`config.mk`:
```
export PLATFORM = sky130hd
export DESIGN_NAME = hazard_sched_ctrl
export DESIGN_NICKNAME = d
export VERILOG_FILES = /design/src/rtl/hazard_sched_ctrl_pkg.sv /design/src/rtl/hazard_sched_ctrl_reg_scoreboard.sv /design/src/rtl/hazard_sched_ctrl.sv
export SDC_FILE = /design/constraint.sdc
export NUM_CORES = 1
export LEC_CHECK = 0
export ABC_CLOCK_PERIOD_IN_PS = 13000
export CORE_UTILIZATION = 28
export DETAILED_ROUTE_END_ITERATION = 16
export PLACE_DENSITY = 0.47
export SYNTH_ARGS = -nofsm -noshare
export SYNTH_HDL_FRONTEND = slang
export SYNTH_SLANG_ARGS = --single-unit
```
`constraint.sdc`:
```
create_clock -name iClk -period 13 [get_ports iClk]
set_clock_uncertainty 0.2 [all_clocks]
set_input_delay 3.9 -clock iClk [delete_from_list [all_inputs] [get_ports iClk]]
set_output_delay 3.9 -clock iClk [all_outputs]
set_load 0.02 [all_outputs]
```
`src/rtl/hazard_sched_ctrl_pkg.sv`:
```
// Shared types for the RV32 pipeline hazard scheduler: FSM states, the
// per-cycle pipeline control bundle and the flush countdown helper.
package hazard_sched_ctrl_pkg;

    typedef enum logic [1:0] {
        RUN   = 2'd0,
        HAZ   = 2'd1,
        MEMW  = 2'd2,
        FLUSH = 2'd3
    } hazard_state_t;

    typedef struct packed {
        logic stall_front;
        logic bubble_ex;
        logic stall_back;
        logic flush_if;
    } haz_ctrl_t;

    // Flush squash lasts at most 3 cycles, so the countdown fits in 2 bits.
    localparam int FlushCntWidth = 2;

    localparam haz_ctrl_t HAZ_CTRL_IDLE = '0;

    function automatic logic [FlushCntWidth-1:0] flush_reload(input int cycles);
        return FlushCntWidth'(cycles - 1);
    endfunction

endpackage

```
`src/rtl/hazard_sched_ctrl_reg_scoreboard.sv`:
```
// Per-register in-flight write counters; reports which registers have an
// outstanding write and whether the destination counter is full.
module reg_scoreboard #(
    parameter int RegAddrWidth = 5,
    parameter int CntWidth     = 2
) (
    input  logic                           clk_i,
    input  logic                           rst_ni,
    input  logic                           issue_en_i,
    input  logic [RegAddrWidth-1:0]        issue_addr_i,
    input  logic                           retire_en_i,
    input  logic [RegAddrWidth-1:0]        retire_addr_i,
    input  logic [RegAddrWidth-1:0]        rs1_addr_i,
    input  logic [RegAddrWidth-1:0]        rs2_addr_i,
    input  logic [RegAddrWidth-1:0]        rd_addr_i,
    output logic [(1<<RegAddrWidth)-1:0]   pending_o,
    output logic                           rs1_pending_o,
    output logic                           rs2_pending_o,
    output logic                           sat_o
);
    localparam int NumRegs = 1 << RegAddrWidth;
    localparam logic [CntWidth-1:0] CntMax = {CntWidth{1'b1}};

    logic [CntWidth-1:0] cnt_q [NumRegs];
    logic [CntWidth-1:0] cnt_d [NumRegs];
    logic [NumRegs-1:0]  inc_vec;
    logic [NumRegs-1:0]  dec_vec;

    assign inc_vec = issue_en_i  ? (NumRegs'(1) << issue_addr_i)  : '0;
    assign dec_vec = retire_en_i ? (NumRegs'(1) << retire_addr_i) : '0;

    // Issue and retire on the same register cancel; retire of an idle register is dropped.
    always_comb begin
        for (int r = 0; r < NumRegs; r++) begin
            cnt_d[r] = cnt_q[r];
            if (inc_vec[r] && !dec_vec[r] && (cnt_q[r] != CntMax)) begin
                cnt_d[r] = cnt_q[r] + 1'b1;
            end else if (dec_vec[r] && !inc_vec[r] && (cnt_q[r] != '0)) begin
                cnt_d[r] = cnt_q[r] - 1'b1;
            end
        end
        cnt_d[0] = '0;
    end

    always_ff @(posedge clk_i) begin
        for (int r = 0; r < NumRegs; r++) begin
            if (!rst_ni) begin
                cnt_q[r] <= '0;
            end else begin
                cnt_q[r] <= cnt_d[r];
            end
        end
    end

    always_comb begin
        for (int r = 0; r < NumRegs; r++) begin
            pending_o[r] = (cnt_q[r] != '0);
        end
    end

    assign rs1_pending_o = pending_o[rs1_addr_i];
    assign rs2_pending_o = pending_o[rs2_addr_i];
    assign sat_o         = (cnt_q[rd_addr_i] == CntMax);

endmodule

```
`src/rtl/hazard_sched_ctrl.sv`:
```
// Pipeline scheduler beside ID: RAW/saturation hazards, memory-wait freeze and
// redirect flush sequencing for the IF/ID/EX pipeline registers.
module hazard_sched_ctrl
    import hazard_sched_ctrl_pkg::*;
#(
    parameter int RegAddrWidth = 5,
    parameter int CntWidth     = 2,
    parameter int FlushCycles  = 1,
    parameter int PerfWidth    = 32
) (
    input  logic                          iClk,
    input  logic                          nRst,
    input  logic                          iIdValid,
    input  logic                          iIdRs1En,
    input  logic                          iIdRs2En,
    input  logic [RegAddrWidth-1:0]       iIdRs1Addr,
    input  logic [RegAddrWidth-1:0]       iIdRs2Addr,
    input  logic                          iIdRdEn,
    input  logic [RegAddrWidth-1:0]       iIdRdAddr,
    input  logic                          iIdBrTrue,
    input  logic                          iMemBusy,
    input  logic                          iWbEn,
    input  logic [RegAddrWidth-1:0]       iWbAddr,
    output logic                          oStallFront,
    output logic                          oBubbleEX,
    output logic                          oStallBack,
    output logic                          oFlushIF,
    output logic [(1<<RegAddrWidth)-1:0]  oPending,
    output logic [1:0]                    oState,
    output logic [PerfWidth-1:0]          oStallCnt
);
    localparam int NumRegs = 1 << RegAddrWidth;
    localparam logic [FlushCntWidth-1:0] FlushReload = flush_reload(FlushCycles);
    localparam bit FlushMulti = (FlushCycles > 1);

    hazard_state_t              state_q, state_d;
    logic [FlushCntWidth-1:0]   flush_cnt_q, flush_cnt_d;
    logic [PerfWidth-1:0]       stall_cnt_q, stall_cnt_d;
    logic                       init_q;

    logic                       active;
    logic                       mem_busy;
    logic                       raw;
    logic                       sat;
    logic                       hazard;
    logic                       stall_front;
    logic                       accept;
    logic                       issue;
    logic                       retire;
    logic [NumRegs-1:0]         pending;
    logic                       rs1_pending;
    logic                       rs2_pending;
    logic                       sb_sat;
    haz_ctrl_t                  ctrl;

    // Control is held quiet during reset and for the first cycle out of it.
    assign active      = nRst & ~init_q;
    assign raw         = active & iIdValid & ((iIdRs1En & rs1_pending) | (iIdRs2En & rs2_pending));
    assign sat         = active & iIdValid & iIdRdEn & sb_sat;
    assign hazard      = raw | sat;
    assign mem_busy    = active & iMemBusy;
    assign stall_front = mem_busy | hazard;
    assign accept      = active & iIdValid & iIdBrTrue & ~stall_front;

    assign issue  = iIdValid & iIdRdEn & (iIdRdAddr != '0) & ~ctrl.stall_front & ~ctrl.stall_back;
    assign retire = iWbEn & (iWbAddr != '0) & ~ctrl.stall_back;

    reg_scoreboard #(
        .RegAddrWidth (RegAddrWidth),
        .CntWidth     (CntWidth)
    ) u_scoreboard (
        .clk_i         (iClk),
        .rst_ni        (nRst),
        .issue_en_i    (issue),
        .issue_addr_i  (iIdRdAddr),
        .retire_en_i   (retire),
        .retire_addr_i (iWbAddr),
        .rs1_addr_i    (iIdRs1Addr),
        .rs2_addr_i    (iIdRs2Addr),
        .rd_addr_i     (iIdRdAddr),
        .pending_o     (pending),
        .rs1_pending_o (rs1_pending),
        .rs2_pending_o (rs2_pending),
        .sat_o         (sb_sat)
    );

    always_ff @(posedge iClk) begin
        if (!nRst) begin
            init_q      <= 1'b1;
            state_q     <= RUN;
            flush_cnt_q <= '0;
            stall_cnt_q <= '0;
        end else begin
            init_q      <= 1'b0;
            state_q     <= state_d;
            flush_cnt_q <= flush_cnt_d;
            stall_cnt_q <= stall_cnt_d;
        end
    end

    // A memory wait freezes the flush countdown; it resumes in FLUSH on release.
    always_comb begin
        state_d     = state_q;
        flush_cnt_d = flush_cnt_q;
        if (mem_busy) begin
            state_d = MEMW;
        end else if (accept && FlushMulti) begin
            state_d     = FLUSH;
            flush_cnt_d = FlushReload;
        end else begin
            case (state_q)
                RUN, HAZ: state_d = hazard ? HAZ : RUN;
                MEMW: begin
                    if (flush_cnt_q != '0) begin
                        state_d = FLUSH;
                    end else begin
                        state_d = hazard ? HAZ : RUN;
                    end
                end
                FLUSH: begin
                    if (!hazard) begin
                        if (flush_cnt_q <= FlushCntWidth'(1)) begin
                            flush_cnt_d = '0;
                            state_d     = RUN;
                        end else begin
                            flush_cnt_d = flush_cnt_q - 1'b1;
                        end
                    end
                end
                default: state_d = RUN;
            endcase
        end
    end

    always_comb begin
        ctrl = HAZ_CTRL_IDLE;
        if (mem_busy) begin
            ctrl.stall_back  = 1'b1;
            ctrl.stall_front = 1'b1;
        end else if (hazard) begin
            ctrl.stall_front = 1'b1;
            ctrl.bubble_ex   = 1'b1;
        end else begin
            ctrl.flush_if = accept | ((state_q == FLUSH) & (flush_cnt_q != '0));
        end
    end

    always_comb begin
        stall_cnt_d = stall_cnt_q;
        if (ctrl.stall_front && (stall_cnt_q != {PerfWidth{1'b1}})) begin
            stall_cnt_d = stall_cnt_q + 1'b1;
        end
    end

    assign oStallFront = ctrl.stall_front;
    assign oBubbleEX   = ctrl.bubble_ex;
    assign oStallBack  = ctrl.stall_back;
    assign oFlushIF    = ctrl.flush_if;
    assign oPending    = active ? pending : '0;
    assign oState      = state_q;
    assign oStallCnt   = stall_cnt_q;

endmodule

```
Word level (Yosys, flattened, before mapping). Memory sizes are Yosys's and may differ from the RTL's. Index checks and enable logic that the tools add are counted.

Order comparisons: 3. Bitwise operators: 60. Equal/unequal tests: 40. Muxes and demuxes: 116. $add $sub $neg: 64. Reductions and logical operators: 228. Shift operators: 2.

Operators by type and width (number): two-way mux 2 bit (100); logical AND 1 bit (125); two-way mux 32 bit (3); != test 2 bit (second input constant) (33); nonzero test 2 bit (33); left shift 1 x 5 -> 32 bit (first input constant) (2); subtractor 2 x 1 -> 2 bit (second input constant) (32); adder 2 x 1 -> 2 bit (second input constant) (31); logical NOT 1 bit (62); OR 1 bit (36); adder 32 x 1 -> 32 bit (second input constant) (1); != test 32 bit (second input constant) (1); bitwise AND 1 bit (17); < comparator 5 x 6 -> 1 bit (second input constant) (2); binary-select mux 1 bit (select 5 bit) (2); two-way mux 1 bit (10); nonzero test 5 bit (2); inverter 1 bit (7); == test 2 bit (second input constant) (3); != test 3 bit (second input constant) (2); one-hot mux 2 bit (3 select lines) (1); AND reduction 2 bit (2); OR reduction 2 bit (2); AND reduction 3 bit (1); 3 further kinds (3).

Register bits after elaboration: 37. Memories kept: 1. Word-level logic and storage cells: 519. Bits of input ports: 29. RAM bits: 64. Output and inout port bits: 70.

Memory list: u_scoreboard.cnt_q (depth 32, width 2, read ports 33, clocked after memory_dff 0, write ports 32, RTL line hazard_sched_ctrl_reg_scoreboard.sv:24) `logic [CntWidth-1:0] cnt_q [NumRegs];`.

Logic depth before layout (Yosys ltp). An unclocked memory read counts as a cell.

Depth after elaboration: 20. Mapped depth: 14.

Hierarchy. A second synthesis with hierarchy kept.

Cell total of the unflattened synthesis: 943. Area, all modules: 6944.2 um^2.

Modules (own cells, without submodules): reg_scoreboard (instances 1, area an instance 4780.8 um^2, seq. area each 1241.2 um^2, cells an instance 682); hazard_sched_ctrl (instances 1, area an instance 2163.3 um^2, seq. area each 740.7 um^2, cells an instance 261).

Least setup slack after synthesis. OpenSTA, ideal clock, no wires.

Path kind: input-to-output. From: input port iIdRs2Addr[2]. To: output port oFlushIF. Path slack: 2610 ps. Buffers on the path: 2. Cell stages on the path: 10. Arrival: 6290 ps. Cell sequence: inv_2 > mux4_2 > nor3_2 > nor4_1 > a311o_1 > o21ai_1 > buf_2 > buf_2 > nand2_1 > a21oi_1.

Cells in the longest elaborated chain, start to end: 12.

RTL lines: start, declared (RTL line hazard_sched_ctrl.sv:17) `input logic [RegAddrWidth-1:0] iIdRs2Addr,`; binary-select mux 1 bit (select 5 bit) (*) (RTL line hazard_sched_ctrl_reg_scoreboard.sv:62) `assign rs2_pending_o = pending_o[rs2_addr_i];`; two-way mux 1 bit (implied by the code) (*) (RTL line hazard_sched_ctrl_reg_scoreboard.sv:62); bitwise AND 1 bit (*) (RTL line hazard_sched_ctrl.sv:58) `assign raw = active & iIdValid & ((iIdRs1En & rs1_pending) | (iIdRs2En & rs2_pending));`; OR 1 bit (*) (RTL line hazard_sched_ctrl.sv:58); bitwise AND 1 bit (*) (RTL line hazard_sched_ctrl.sv:58); OR 1 bit (*) (RTL line hazard_sched_ctrl.sv:60) `assign hazard = raw | sat;`; OR 1 bit (RTL line hazard_sched_ctrl.sv:62) `assign stall_front = mem_busy | hazard;`; inverter 1 bit (RTL line hazard_sched_ctrl.sv:63) `assign accept = active & iIdValid & iIdBrTrue & ~stall_front;`; bitwise AND 1 bit (RTL line hazard_sched_ctrl.sv:63); OR 1 bit (RTL line hazard_sched_ctrl.sv:144) `ctrl.flush_if = accept | ((state_q == FLUSH) & (flush_cnt_q != '0));`; two-way mux 1 bit (*) (RTL line hazard_sched_ctrl.sv:140) `end else if (hazard) begin`; two-way mux 1 bit (*) (RTL line hazard_sched_ctrl.sv:137) `if (mem_busy) begin`; end, declared (RTL line hazard_sched_ctrl.sv:27) `output logic oFlushIF,`.

Mark *: on every way between the ends. The rest lies on a longest branch, timed or not. The select of a mux whose other input is x is not followed.

Worst setup path after layout.
From: input port iIdRdAddr[1]. To: output port oFlushIF.

Cells in the longest elaborated chain, start to end: 10.

RTL lines: start, declared (RTL line hazard_sched_ctrl.sv:19) `input logic [RegAddrWidth-1:0] iIdRdAddr,`; memory (32 x 2 bit) (*); == test 2 bit (*) (RTL line hazard_sched_ctrl_reg_scoreboard.sv:63) `assign sat_o = (cnt_q[rd_addr_i] == CntMax);`; bitwise AND 1 bit (*) (RTL line hazard_sched_ctrl.sv:59) `assign sat = active & iIdValid & iIdRdEn & sb_sat;`; OR 1 bit (*) (RTL line hazard_sched_ctrl.sv:60); OR 1 bit (RTL line hazard_sched_ctrl.sv:62); inverter 1 bit (RTL line hazard_sched_ctrl.sv:63); bitwise AND 1 bit (RTL line hazard_sched_ctrl.sv:63); OR 1 bit (RTL line hazard_sched_ctrl.sv:144); two-way mux 1 bit (*) (RTL line hazard_sched_ctrl.sv:140); two-way mux 1 bit (*) (RTL line hazard_sched_ctrl.sv:137).

Mark *: on every way between the ends. The rest lies on a longest branch, timed or not.

==> reports/qor.csv <==
metric;value;unit
status;completed;
hold_start;flush_cnt_q[1];
p_int;485;uW
fin_util;0.345;
drtPass1Iterations;5;
dp_slack;1.46;ns
layout_min_cycle_time;11.65;ns
clock-sinks;99;
finalSetupViolCount;0;
grt_pass1_wl;41000;um
cap_violations;0;
tns;0;ns
via_per_inst;5.50;
fmax;85.9;MHz
cts_resized;0;
synth_top_cells_by_area;dfxtp_1 (28%), nor2_1 (7.2%), nand2_1 (6.6%);
syn_to_final_growth;21.1;%
final_common_cell;nor2_1;
critPathTopFamily;buffers and inverters;
drt_iter0_drc;551;
place_congestion;0.946;
combPwrFrac;0.106;
rr_startpoint;u_scoreboard.cnt_q[16][0];
synth_top_cell_area_share;0.278;
hold_violations;0;
power.total;684;uW
relSlewSlack;0.242;
ys_seq_area_frac;0.278;
worst-r2r-setup-slack;8.85;ns
fin_crit_sh;0.896;
synth.net_count;1029;
synth_edf_count;0;
initial_utilization;0.285;
setup_ws;1.35;ns
area.sequential;1980;sq um
path_buf_inv;3;
powerDensity;79.3;nW/um^2
cts_hold_buf;0;
rows;58;
synth_cells;999;
io_buffers;97;
max_stage_delay;1.00;ns
hold_path.class;reg2reg;
cts-root-buf;clkbuf_16;
die_area;26100;sq um
die_y;162;um
fillCellCount;2718;
final-max-slew-violation-count;0;
ys_types;67;
final_cell_mix;nor2_1 (137), nand2_1 (125), dfxtp_1 (99), clkdlybuf4s50_1 (96), a21oi_1 (51);
synth_flop_cell;dfxtp_1;
reg2regPathDepth;10;
min_to;flush_cnt_q[1];
grt_max_degree;67;
pin_count;99;
power.leakage;2.72;nW
cp_slowest_cell;clkdlybuf4s50_1;
wl_per_cell;19.0;um
insertedDiodeCount;0;
drcViolationCount;0;
yosysWarnings;0;
crit_path_start_kind;input port;
antenna_left;0;
worst_pin_slew;1.14;ns
synth_area_per_cell;7.13;sq um
chipWidth;162;um
ir_worst_vdd;0.0519;mV
cts_tree;done;
p_clk_frac;0.445;
post-route-cell-area;8630;sq um
dp_hpwl;19700;um
netSwitchingFraction;0.291;
finalWirelength;26500;um
post_cts_buffers;0;
critPathKind;in2out;
rsz0062_at_grt;no;
htreeDepth;3;
worstPathRequired;8.90;ns
path_cells;clkdlybuf4s50_1, nor2_1, a32oi_1, a21oi_1, a211o_1, a311o_1, o21ai_4, buf_4, nand2_1, a21oi_1, clkdlybuf4s50_1;
critical_path.endpoint_type;output pin;
grt_overflow;0;
synth_area;7130;sq um
synth-seq-cells;99;
antenna_found_initial;0;
numCtsBuffers;9;
cts.reportedPaths.clkPinSlew;0.07;ns
multiInputGateArea;4810;sq um
worstHoldPathCells;1;
grt_usage;0.203;
cp_max_fo;24;
synth-async-reset-ratio;0;
grt_pass1_vias;6999;
r2r-end;u_scoreboard.cnt_q[10][0];
synth_area_leader_cell;dfxtp_1;
core;25000;sq um
vias;7633;
p_sw;199;uW
ctsLongestPathBuffers;2;
placed_area;8300;sq um
seq_power_share;0.448;
critPathArrivalTime;7.55;ns
layout-drive-gt1-share;0.0500;
clk_latency;0.37;ns
fin_nets;1084;
==> stage by stage <==
stage / hold WS [ns] / std cells
after global placement: 0.271 / 1373
after global routing: 0.313 / 1389
final: 0.283 / 1389
after floorplan: 0.248 / 999
after CTS: 0.286 / 1389
after detailed placement: 0.272 / 1373
==> metal layers <==
metal / vias to the layer above / track usage / routed length [um]
met1: 3592 / 0.277 / 12700
met3: 35 / 0.0262 / 1310
met5: - / 0 / 0
li1: 3773 / - / -
met4: 0 / 0.0695 / 660
met2: 233 / 0.329 / 11800
==> sequential cells by signal, summed over array words and instances (netlist names) <==
name,count
oState,2
flush_cnt_q,2
u_scoreboard.cnt_q,62
init_q,1
oStallCnt,32
==> synth_stat cells, types with 5 or more instances <==
cell / n
o31ai_1: 10
a21boi_0: 14
mux2i_1: 10
o221ai_1: 5
a211oi_1: 13
o22ai_1: 6
a31o_2: 7
nor3_1: 43
xnor2_1: 14
inv_1: 20
o2111ai_1: 7
dfxtp_1: 99
and2_1: 12
nand2_1: 125
nor4_1: 11
nand2b_1: 17
a2111oi_0: 6
nand3b_1: 10
a31oi_1: 15
and3_1: 27
xor2_1: 6
buf_2: 19
nand4_1: 26
o21ai_0: 50
nor2b_1: 21
nand4b_1: 7
nand3_1: 33
a311o_1: 6
mux4_2: 8
nor2_1: 137
o31a_1: 12
clkbuf_1: 34
a211o_1: 7
o211ai_1: 15
or3_1: 22
nor3b_1: 11
o21a_1: 8
a21oi_1: 51
==> logic make-up (layout without fill, tap and decap cells) <==
family          Yosys count  after routing  synth area share
flops                    99             99             0.278
other cells               1              1          0.000526
compound gates          251            251             0.237
mux                      21             21            0.0441
simple gates            524            524             0.365
fa+ha+maj                 1              1           0.00176
xor+xnor                 20             20            0.0246
buf+inv                  82            142            0.0488
==> worst max path at each step <==
stage | endpoint | startpoint | cells past startpoint | slack (ns)
final | oFlushIF | iIdRdAddr[1] | 11 | 1.35
after global routing | oFlushIF | iIdRdAddr[1] | 11 | 1.10
after CTS | oFlushIF | iIdRdAddr[1] | 11 | 1.42
after detailed placement | oFlushIF | iIdRdAddr[1] | 11 | 1.46
after global placement | oFlushIF | iIdRdAddr[1] | 11 | 1.51
after floorplan | oFlushIF | iIdRs2Addr[2] | 10 | 2.61
==> layout make-up <==
cell class / instances / area share
Tap cell: 330 / 0.0479
Clock inverter: 7 / 0.0119
Inverter: 23 / 0.0100
Clock buffer: 9 / 0.0261
Timing Repair Buffer: 103 / 0.117
Sequential cell: 99 / 0.230
Multi-Input combinational cell: 818 / 0.557
==> power by group through the flow <==
stage | combinational (mW) | sequential [mW] | clock, mW
after floorplan | 0.0425 | 0.314 | 0
after global placement | 0.0719 | 0.314 | 0
after detailed placement | 0.0719 | 0.314 | 0
after CTS | 0.0723 | 0.307 | 0.313
after global routing | 0.0784 | 0.307 | 0.324
final | 0.0727 | 0.307 | 0.305
Power figures use the tool's default switching activity.
